## config.mk

```make
export PLATFORM = sky130hd
export DESIGN_NAME = dcache_port_arb
export DESIGN_NICKNAME = d
export VERILOG_FILES = /design/src/rtl/dcache_port_arb.sv
export SDC_FILE = /design/constraint.sdc
export NUM_CORES = 1
export LEC_CHECK = 0
export CELL_PAD_IN_SITES_DETAIL_PLACEMENT = 1
export CELL_PAD_IN_SITES_GLOBAL_PLACEMENT = 2
export CORE_AREA = 2 2 176 126
export DETAILED_ROUTE_END_ITERATION = 6
export DIE_AREA = 0 0 178 128
export GPL_TIMING_DRIVEN = 0
export PLACE_DENSITY_LB_ADDON = 0.08
export SLEW_MARGIN = 10
export SYNTH_ARGS = -nofsm -noshare
export SYNTH_HDL_FRONTEND = slang
export SYNTH_SLANG_ARGS = --single-unit
```

## constraint.sdc

```tcl
create_clock -name clk -period 2.3 [get_ports clk]
set_input_delay 0.345 -clock clk [delete_from_list [all_inputs] [get_ports clk]]
set_output_delay 0.345 -clock clk [all_outputs]
set_load 0.1 [all_outputs]
```

## src/rtl/dcache_port_arb.sv

```systemverilog
// Data-cache port arbiter: sequences mem-stage loads and writeback-stage
// stores (including two-beat spill stores) onto the single cache port.
module dcache_port_arb #(
  parameter  int unsigned STARVE_MAX = 4,
  localparam int unsigned AW = 15,
  localparam int unsigned SW = 2,
  localparam int unsigned DW = 32,
  localparam int unsigned CW = 4
) (
  input  logic          clk,
  input  logic          rst,
  input  logic          rd_req,
  input  logic [AW-1:0] rd_addr,
  input  logic [SW-1:0] rd_size,
  output logic          rd_done,
  output logic [DW-1:0] rd_data,
  input  logic          wr_req,
  input  logic          wr_spill,
  input  logic [AW-1:0] wr_addr0,
  input  logic [SW-1:0] wr_size0,
  input  logic [DW-1:0] wr_data0,
  input  logic [AW-1:0] wr_addr1,
  input  logic [SW-1:0] wr_size1,
  input  logic [DW-1:0] wr_data1,
  output logic          wr_done,
  input  logic          flush,
  output logic          c_req,
  output logic          c_we,
  output logic [AW-1:0] c_addr,
  output logic [SW-1:0] c_size,
  output logic [DW-1:0] c_wdata,
  input  logic          c_ready,
  input  logic          c_done,
  input  logic [DW-1:0] c_rdata,
  output logic          busy
);

  typedef enum logic [1:0] {S_IDLE, S_RD, S_WR0, S_WR1} state_e;

  state_e        state_q, state_d;
  logic          acc_q, acc_d;
  logic          flushed_q, flushed_d;
  logic [CW-1:0] starve_cnt_q, starve_cnt_d;
  logic          c_req_q, c_req_d;
  logic          c_we_q, c_we_d;
  logic [AW-1:0] c_addr_q, c_addr_d;
  logic [SW-1:0] c_size_q, c_size_d;
  logic [DW-1:0] c_wdata_q, c_wdata_d;
  logic          rd_done_q, rd_done_d;
  logic [DW-1:0] rd_data_q, rd_data_d;
  logic          wr_done_q, wr_done_d;
  logic          busy_q, busy_d;

  logic rd_sel, accept, complete;

  assign rd_sel   = rd_req & ~flush;
  assign accept   = c_req_q & c_ready;
  assign complete = c_done & (acc_q | accept);

  // Next-state, cache request and completion pulses.
  always_comb begin
    state_d      = state_q;
    acc_d        = acc_q;
    flushed_d    = flushed_q;
    starve_cnt_d = starve_cnt_q;
    c_req_d      = c_req_q;
    c_we_d       = c_we_q;
    c_addr_d     = c_addr_q;
    c_size_d     = c_size_q;
    c_wdata_d    = c_wdata_q;
    rd_done_d    = 1'b0;
    rd_data_d    = rd_data_q;
    wr_done_d    = 1'b0;

    case (state_q)
      S_IDLE: begin
        if (wr_req && !(rd_sel && starve_cnt_q == CW'(STARVE_MAX))) begin
          state_d   = S_WR0;
          c_req_d   = 1'b1;
          c_we_d    = 1'b1;
          c_addr_d  = wr_addr0;
          c_size_d  = wr_size0;
          c_wdata_d = wr_data0;
          if (rd_req && starve_cnt_q < CW'(STARVE_MAX)) begin
            starve_cnt_d = starve_cnt_q + CW'(1);
          end
        end else if (rd_sel) begin
          state_d      = S_RD;
          c_req_d      = 1'b1;
          c_we_d       = 1'b0;
          c_addr_d     = rd_addr;
          c_size_d     = rd_size;
          starve_cnt_d = '0;
        end
      end
      S_RD: begin
        if (flush) flushed_d = 1'b1;
        if (accept) begin
          c_req_d = 1'b0;
          acc_d   = 1'b1;
        end
        if (complete) begin
          state_d = S_IDLE;
          if (!(flushed_q || flush)) begin
            rd_done_d = 1'b1;
            rd_data_d = c_rdata;
          end
        end else if (flush && !acc_q && !accept) begin
          state_d = S_IDLE;
        end
      end
      S_WR0: begin
        if (accept) begin
          c_req_d = 1'b0;
          acc_d   = 1'b1;
        end
        if (complete) begin
          if (wr_spill) begin
            // Beat 1 follows immediately so no load can slip in between.
            state_d   = S_WR1;
            c_req_d   = 1'b1;
            acc_d     = 1'b0;
            c_addr_d  = wr_addr1;
            c_size_d  = wr_size1;
            c_wdata_d = wr_data1;
          end else begin
            state_d   = S_IDLE;
            wr_done_d = 1'b1;
          end
        end
      end
      S_WR1: begin
        if (accept) begin
          c_req_d = 1'b0;
          acc_d   = 1'b1;
        end
        if (complete) begin
          state_d   = S_IDLE;
          wr_done_d = 1'b1;
        end
      end
      default: state_d = S_IDLE;
    endcase

    if (state_d == S_IDLE) begin
      acc_d     = 1'b0;
      flushed_d = 1'b0;
      c_req_d   = 1'b0;
    end
    if (!rd_req) starve_cnt_d = '0;
    busy_d = (state_d != S_IDLE);
  end

  // State and registered outputs.
  always_ff @(posedge clk) begin
    if (rst) begin
      state_q      <= S_IDLE;
      acc_q        <= 1'b0;
      flushed_q    <= 1'b0;
      starve_cnt_q <= '0;
      c_req_q      <= 1'b0;
      c_we_q       <= 1'b0;
      c_addr_q     <= '0;
      c_size_q     <= '0;
      c_wdata_q    <= '0;
      rd_done_q    <= 1'b0;
      rd_data_q    <= '0;
      wr_done_q    <= 1'b0;
      busy_q       <= 1'b0;
    end else begin
      state_q      <= state_d;
      acc_q        <= acc_d;
      flushed_q    <= flushed_d;
      starve_cnt_q <= starve_cnt_d;
      c_req_q      <= c_req_d;
      c_we_q       <= c_we_d;
      c_addr_q     <= c_addr_d;
      c_size_q     <= c_size_d;
      c_wdata_q    <= c_wdata_d;
      rd_done_q    <= rd_done_d;
      rd_data_q    <= rd_data_d;
      wr_done_q    <= wr_done_d;
      busy_q       <= busy_d;
    end
  end

  assign c_req   = c_req_q;
  assign c_we    = c_we_q;
  assign c_addr  = c_addr_q;
  assign c_size  = c_size_q;
  assign c_wdata = c_wdata_q;
  assign rd_done = rd_done_q;
  assign rd_data = rd_data_q;
  assign wr_done = wr_done_q;
  assign busy    = busy_q;

endmodule

```

==> flow_metrics.tcl, run 1 <==
set metrics [dict create \
    outcome "finished clean" \
    placed_cell_area_um2 7130 \
    dr.pass1.iters 4 \
    crit_family "buffers and inverters" \
    max_cap_viol_count 0 \
    portBuffers 239 \
    fin_nets 885 \
    clock_sinks 94 \
    synth.top_cell.area_share_pct 42.9 \
    stdcell_count 1015 \
    fp-row-count 45 \
    grtUsageMet2_pct 23.8 \
    overflow 0 \
    drv_slew 0 \
    finalHoldViolCount 0 \
    critPathMaxFanout 4 \
    synth_top_area_cell "dfxtp_1" \
    postCtsSetupBuffers 0 \
    cts_buffers 9 \
    slowest_delay_ns 1.19 \
    start_kind "flip-flop" \
    avgSynthCellArea_um2 9.18 \
    min_delay_path_depth 2 \
    viasPerCell 4.27 \
    hold_path_end "c_addr[7]" \
    grt_pass1_vias 4773 \
    n_fill_cell 2456 \
    fin_crit_ns 2.24 \
    dieHeight_um 128 \
    rsz0062_at_grt "no" \
    hp-class "flip-flop to flip-flop" \
    slew_headroom_pct 29.8 \
    netlist_instances 478 \
    fmax_ghz 0.446 \
    synth-seq-area-share_pct 42.9 \
    multiInputGateArea_um2 2240 \
    reg2reg_from "starve_cnt_q[0]" \
    end_kind "primary output" \
    cp_cell_sequence "clkdlybuf4s50_1" \
    synth_area_leaders "dfxtp_1 43%, a211oi_2 8.0%, mux2i_1 7.3%, nand2_1 7.2%, a21oi_1 6.4%" \
    clock-skew-final_ns 0.0113 \
    grt_max_degree 19 \
    tightest_slew_ns 1.05 \
    start_util_pct 20.7 \
    clk_latency_ns 0.35 \
    min_from "c_addr[7]" \
    period_share_pct 97.6 \
    cellLeakagePower_uw 0.00259 \
    synth.distinct_cells 43 \
    dp_slack_ns -0.253 \
    syn-num-nets 635 \
    drt-total-wl_mm 16.6 \
    reg2reg_slack_ns 0.21 \
    yosysWarnings 0 \
    power_density_nw_per_um2 692 \
    htreeDepth 3 \
    holdBufCountCts 0 \
    diodes 0 \
    setup_viol 0 \
    tritoncts "done" \
    dieArea_um2 22800 \
    core_area_um2 21200 \
    die_w_um 178 \
    synthArstFlopShare_pct 0 \
    ys.flop_type "dfxtp_1" \
    path_clk_slew_ns 0.08 \
    peakVddDrop_mv 0.342 \
    io-pin-count 241 \
    use_met3_pct 4.77 \
    ff2ff_path_depth 8 \
    drt_iter0_markers 112 \
    finalInstanceArea_um2 7450 \
    worstPathArrival_ns 1.90 \
    areaGrowthSynthToFinish_pct 69.9 \
    root_buffer "clkbuf_16" \
    dp_cells 999 \
    synth-seq-cells 94 \
    ant_nets 0 \
    cp.buffers_inverters 1 \
    via_count 4333 \
    grtUsageTotal_pct 14.8 \
    synth_edf_count 0 \
    antenna_found_initial 0 \
    required_ns 1.96 \
    regArea_um2 1880 \
    dpl.hpwl_mm 13.2 \
    whs_ns 0.453 \
    grt-busiest-layer "met2" \
    drive_gt1_share_pct 12.8 \
    syn-cell-area_um2 4390 \
    grt_use_met1_pct 18.7 \
    grt_pass1_wl_mm 25.8 \
    clockBufferDepth 2 \
    worst_slack_ns 0.0561 \
    wl_per_cell_um 16.4 \
    crit_slowest_cell "clkdlybuf4s50_1" \
    crit_type "flip-flop to primary output" \
    r2r_end "c_addr[2]" \
    place.gp.congestion 0.722 \
    route.detailed.drc 0 \
]
[state kept, by name (all words and copies together) (netlist names)]
| signal | count |
|---|---|
| c_addr | 15 |
| c_req | 1 |
| busy | 1 |
| c_wdata | 32 |
| rd_done | 1 |
| acc_q | 1 |
| state_q | 2 |
| c_size | 2 |
| rd_data | 32 |
| wr_done | 1 |
| flushed_q | 1 |
| c_we | 1 |
| starve_cnt_q | 4 |
[cells by family after synthesis]
group / share of synthesized area (%)
simple gates: 16.8
mux: 11.7
flops: 42.9
compound gates: 21.8
xor+xnor: 0.200
buf+inv: 6.10
fa+ha+maj: 0.570
[per-stage QoR]
step                      TNS (ns)  util, %  power, µW
after floorplan                  0        -       2990
after global placement       -3.64     33.6       3590
after detailed placement     -6.14     33.6       3610
after CTS                        0     35.1       5260
after global routing             0     35.1       5420
final                            0     35.1       5160
[how the worst max path moves through the flow]
stage                  endpoint  slack, ns  depth (start not counted)  startpoint
finish                    c_req       0.06                          1       c_req
floorplan           rd_data[10]       0.31                          7       c_req
global route          c_size[1]      0.003                          8       flush
detailed placement   c_addr[13]      -0.25                          7       flush
global placement     c_addr[11]      -0.22                          7       flush
CTS                       c_req       0.05                          1       c_req
[where the power goes]
part           internal, µW  switching [µW]  total (µW)  leakage (µW)
Combinational           619            1150        1770       0.00167
Sequential             1730            55.4        1790      0.000769
Clock                   869             731        1600      0.000150
Total                  3220            1940        5160       0.00259
[repair_timing]
action / in CTS / in global routing
gates resized for setup: 0 / 1
setup endpoints to repair: 0 / 9
endpoints found under the hold margin: 0 / 0
[cell usage after synthesis, types with 2 or more instances]
cell,instances
a21o_1,2
buf_4,6
o211ai_1,17
a21oi_2,2
o21ai_0,3
a211oi_2,28
buf_2,10
nand3_1,4
mux2i_1,32
nor2b_1,2
nor3_1,2
nand2b_1,20
a2bb2oi_1,2
a21oi_1,56
clkbuf_1,11
dfxtp_1,94
inv_1,5
ha_1,2
a211oi_1,4
buf_6,10
mux2_2,16
or2b_1,2
nor2_1,45
nand2_1,84
[final cells by class]
cell class / instances / share of cell area [%]
repair buffers: 239 / 32.1
multi-input cells: 342 / 30.1
flip-flops and latches: 94 / 25.3
well taps: 282 / 4.73
plain buffers: 37 / 3.34
clock buffers: 9 / 3.02
clock inverters: 7 / 1.16
inverters: 5 / 0.252
[routing by layer]
layer	vias up	routed length [µm]
li1	2168	-
met4	0	265
met5	-	0
met2	134	7480
met3	16	1250
met1	2015	7630
[cells in the final DEF, fill, tap and decap left out, types with 5 or more instances in the layout]
master	netlist	layout
mux2_2	16	16
clkbuf_16	0	9
nor2_1	45	45
clkdlybuf4s50_1	0	239
buf_4	6	6
buf_6	10	10
nand2_1	84	84
o211ai_1	17	17
clkbuf_1	11	11
a211oi_2	28	28
buf_2	10	10
nand2b_1	20	20
dfxtp_1	94	93
mux2i_1	32	32
a21oi_1	56	56
inv_1	5	5
Note: power is estimated with default switching activity, not from simulation.
==> run 2, diff against run 1 <==
Settings changed: CORE_AREA 2 2 176 126 to 2 2 172 124, CTS_BUF_LIST set to sky130_fd_sc_hd__clkbuf_4, DIE_AREA 0 0 178 128 to 0 0 174 126, HOLD_SLACK_MARGIN set to 0.05.
==> flow_metrics.tcl, run 2 (synthesis gave the netlist of run 1 again) <==
set metrics [dict create \
    outcome "finished clean" \
    grt_use_met1_pct 19.7 \
    stdcell_count 1009 \
    end_kind "flip-flop" \
    diodes 0 \
    tritoncts "done" \
    dp_cells 993 \
    clock_sinks 94 \
    portBuffers 239 \
    dp_slack_ns -0.203 \
    grtUsageMet2_pct 25.8 \
    root_buffer "clkbuf_4" \
    holdBufCountCts 0 \
    grt_pass1_vias 4766 \
    worstPathArrival_ns 2.45 \
    via_count 4340 \
    layout_common_cells "153 x clkdlybuf4s50_1, 93 x dfxtp_1, 86 x dlygate4sd2_1, 84 x nand2_1, 56 x a21oi_1" \
    fmax_ghz 0.473 \
    required_ns 2.64 \
    start_kind "flip-flop" \
    io-pin-count 241 \
    grt_pass1_wl_mm 26.7 \
    critPathMaxFanout 10 \
    cts_buffers 9 \
    dpl.hpwl_mm 13.3 \
    finalHoldViolCount 0 \
    tightest_slew_ns 1.05 \
    clock-skew-final_ns 0.0164 \
    htreeDepth 3 \
    placed_cell_area_um2 7130 \
    path_clk_slew_ns 0.17 \
    route.detailed.drc 0 \
    core_area_um2 20300 \
    start_util_pct 21.7 \
    grt-busiest-layer "met2" \
    ant_nets 0 \
    drt-total-wl_mm 16.7 \
    grt_max_degree 18 \
    cellLeakagePower_uw 0.00288 \
    antenna_found_initial 0 \
    power_density_nw_per_um2 638 \
    die_w_um 174 \
    p_total_uw 4590 \
    fin_util_pct 35.5 \
    peakVddDrop_mv 0.233 \
    grtUsageTotal_pct 15.5 \
    overflow 0 \
    drt_iter0_markers 102 \
    fp-row-count 44 \
    drv_slew 0 \
    dr.pass1.iters 4 \
    fin_crit_ns 2.12 \
    max_cap_viol_count 0 \
    areaGrowthSynthToFinish_pct 63.9 \
    drive_gt1_share_pct 12.8 \
    period_share_pct 92.0 \
    n_fill_cell 2396 \
    dieHeight_um 126 \
    final_common_cell "clkdlybuf4s50_1" \
    worst_slack_ns 0.185 \
    crit_type "flip-flop to flip-flop" \
    rsz0062_at_grt "no" \
    wl_per_cell_um 16.5 \
    use_met3_pct 4.95 \
    viasPerCell 4.30 \
    setup_viol 0 \
    hp-class "input port to flip-flop" \
    slew_headroom_pct 30.6 \
    fin_nets 885 \
    finalInstanceArea_um2 7190 \
    place.gp.congestion 0.781 \
    dieArea_um2 21900 \
    clk_latency_ns 0.47 \
    clockBufferDepth 2 \
]
-- run 2: cell types whose count changed in the layout (fill, tap and decap cells not counted), sizes merged --
cell | previous run | this run
bufinv | 1 | 2
dlygate4sd2 | 0 | 86
clkinv | 1 | 0
clkdlybuf4s50 | 239 | 153
-- run 2: metal layers --
metal / wire length, µm / up-vias / part of all wire, %
li1: - / 2161 / -
met1: 7570 / 2034 / 45
met3: 1170 / 13 / 7.0
met2: 7730 / 132 / 46
met5: 0 / - / 0
met4: 177 / 0 / 1.1
-- run 2: cell type report --
class | instances | area [µm²] | share of cell area (%)
clock buffer | 9 | 67.6 | 0.940
sequential | 94 | 1880 | 26.2
inverter | 5 | 18.8 | 0.261
timing repair buffer | 239 | 2280 | 31.8
clock inverter | 7 | 103 | 1.43
multi-input combinational | 342 | 2240 | 31.1
tap | 276 | 345 | 4.80
buffer | 37 | 249 | 3.46
-- run 2: power breakdown --
group,leakage (µW),total [µW],switching [µW],internal (µW)
Combinational,0.00202,1700,1150,549
Sequential,0.000769,1790,51.8,1730
Clock,0.0000879,1100,644,456
Total,0.00288,4590,1850,2740
-- run 2: critical path, cell delays in order, from the launching register on --
cell and delay (ns):
dfxtp_1 0.39, inv_1 0.07, ha_1 0.17, nand3b_1 0.16
o31ai_4 0.34, buf_6 0.23, mux2_2 0.36, o211ai_1 0.19
a21oi_1 0.08
-- run 2: timing repair --
action | in CTS | in global routing
gates resized for setup | 86 | 0
buffers inserted | 0 | 0
setup endpoints to repair | 86 | 0
-- run 2: worst paths after layout --
path | cells after the start | to | start | slack, ns
setup / recovery | 8 | c_addr[3] | starve_cnt_q[0] | 0.18
hold / removal | 3 | rd_data[29] | c_rdata[29] | 0.40
setup reg to reg | 8 | c_addr[3] | starve_cnt_q[0] | 0.18
hold reg to reg | 2 | c_addr[7] | c_addr[7] | 0.46
-- run 2: stage by stage --
step	TNS (ns)	hold WS [ns]
detailed placement	-5.23	0.448
floorplan	0	0.455
CTS	0	0.335
global route	0	0.364
global placement	-2.13	0.442
finish	0	0.400
==> run 3, diff against run 2 <==
Settings changed: SLEW_MARGIN 10 to not set.
==> results of run 3 <==
No change in the layout: final DEF, timing and power equal those of run 2.
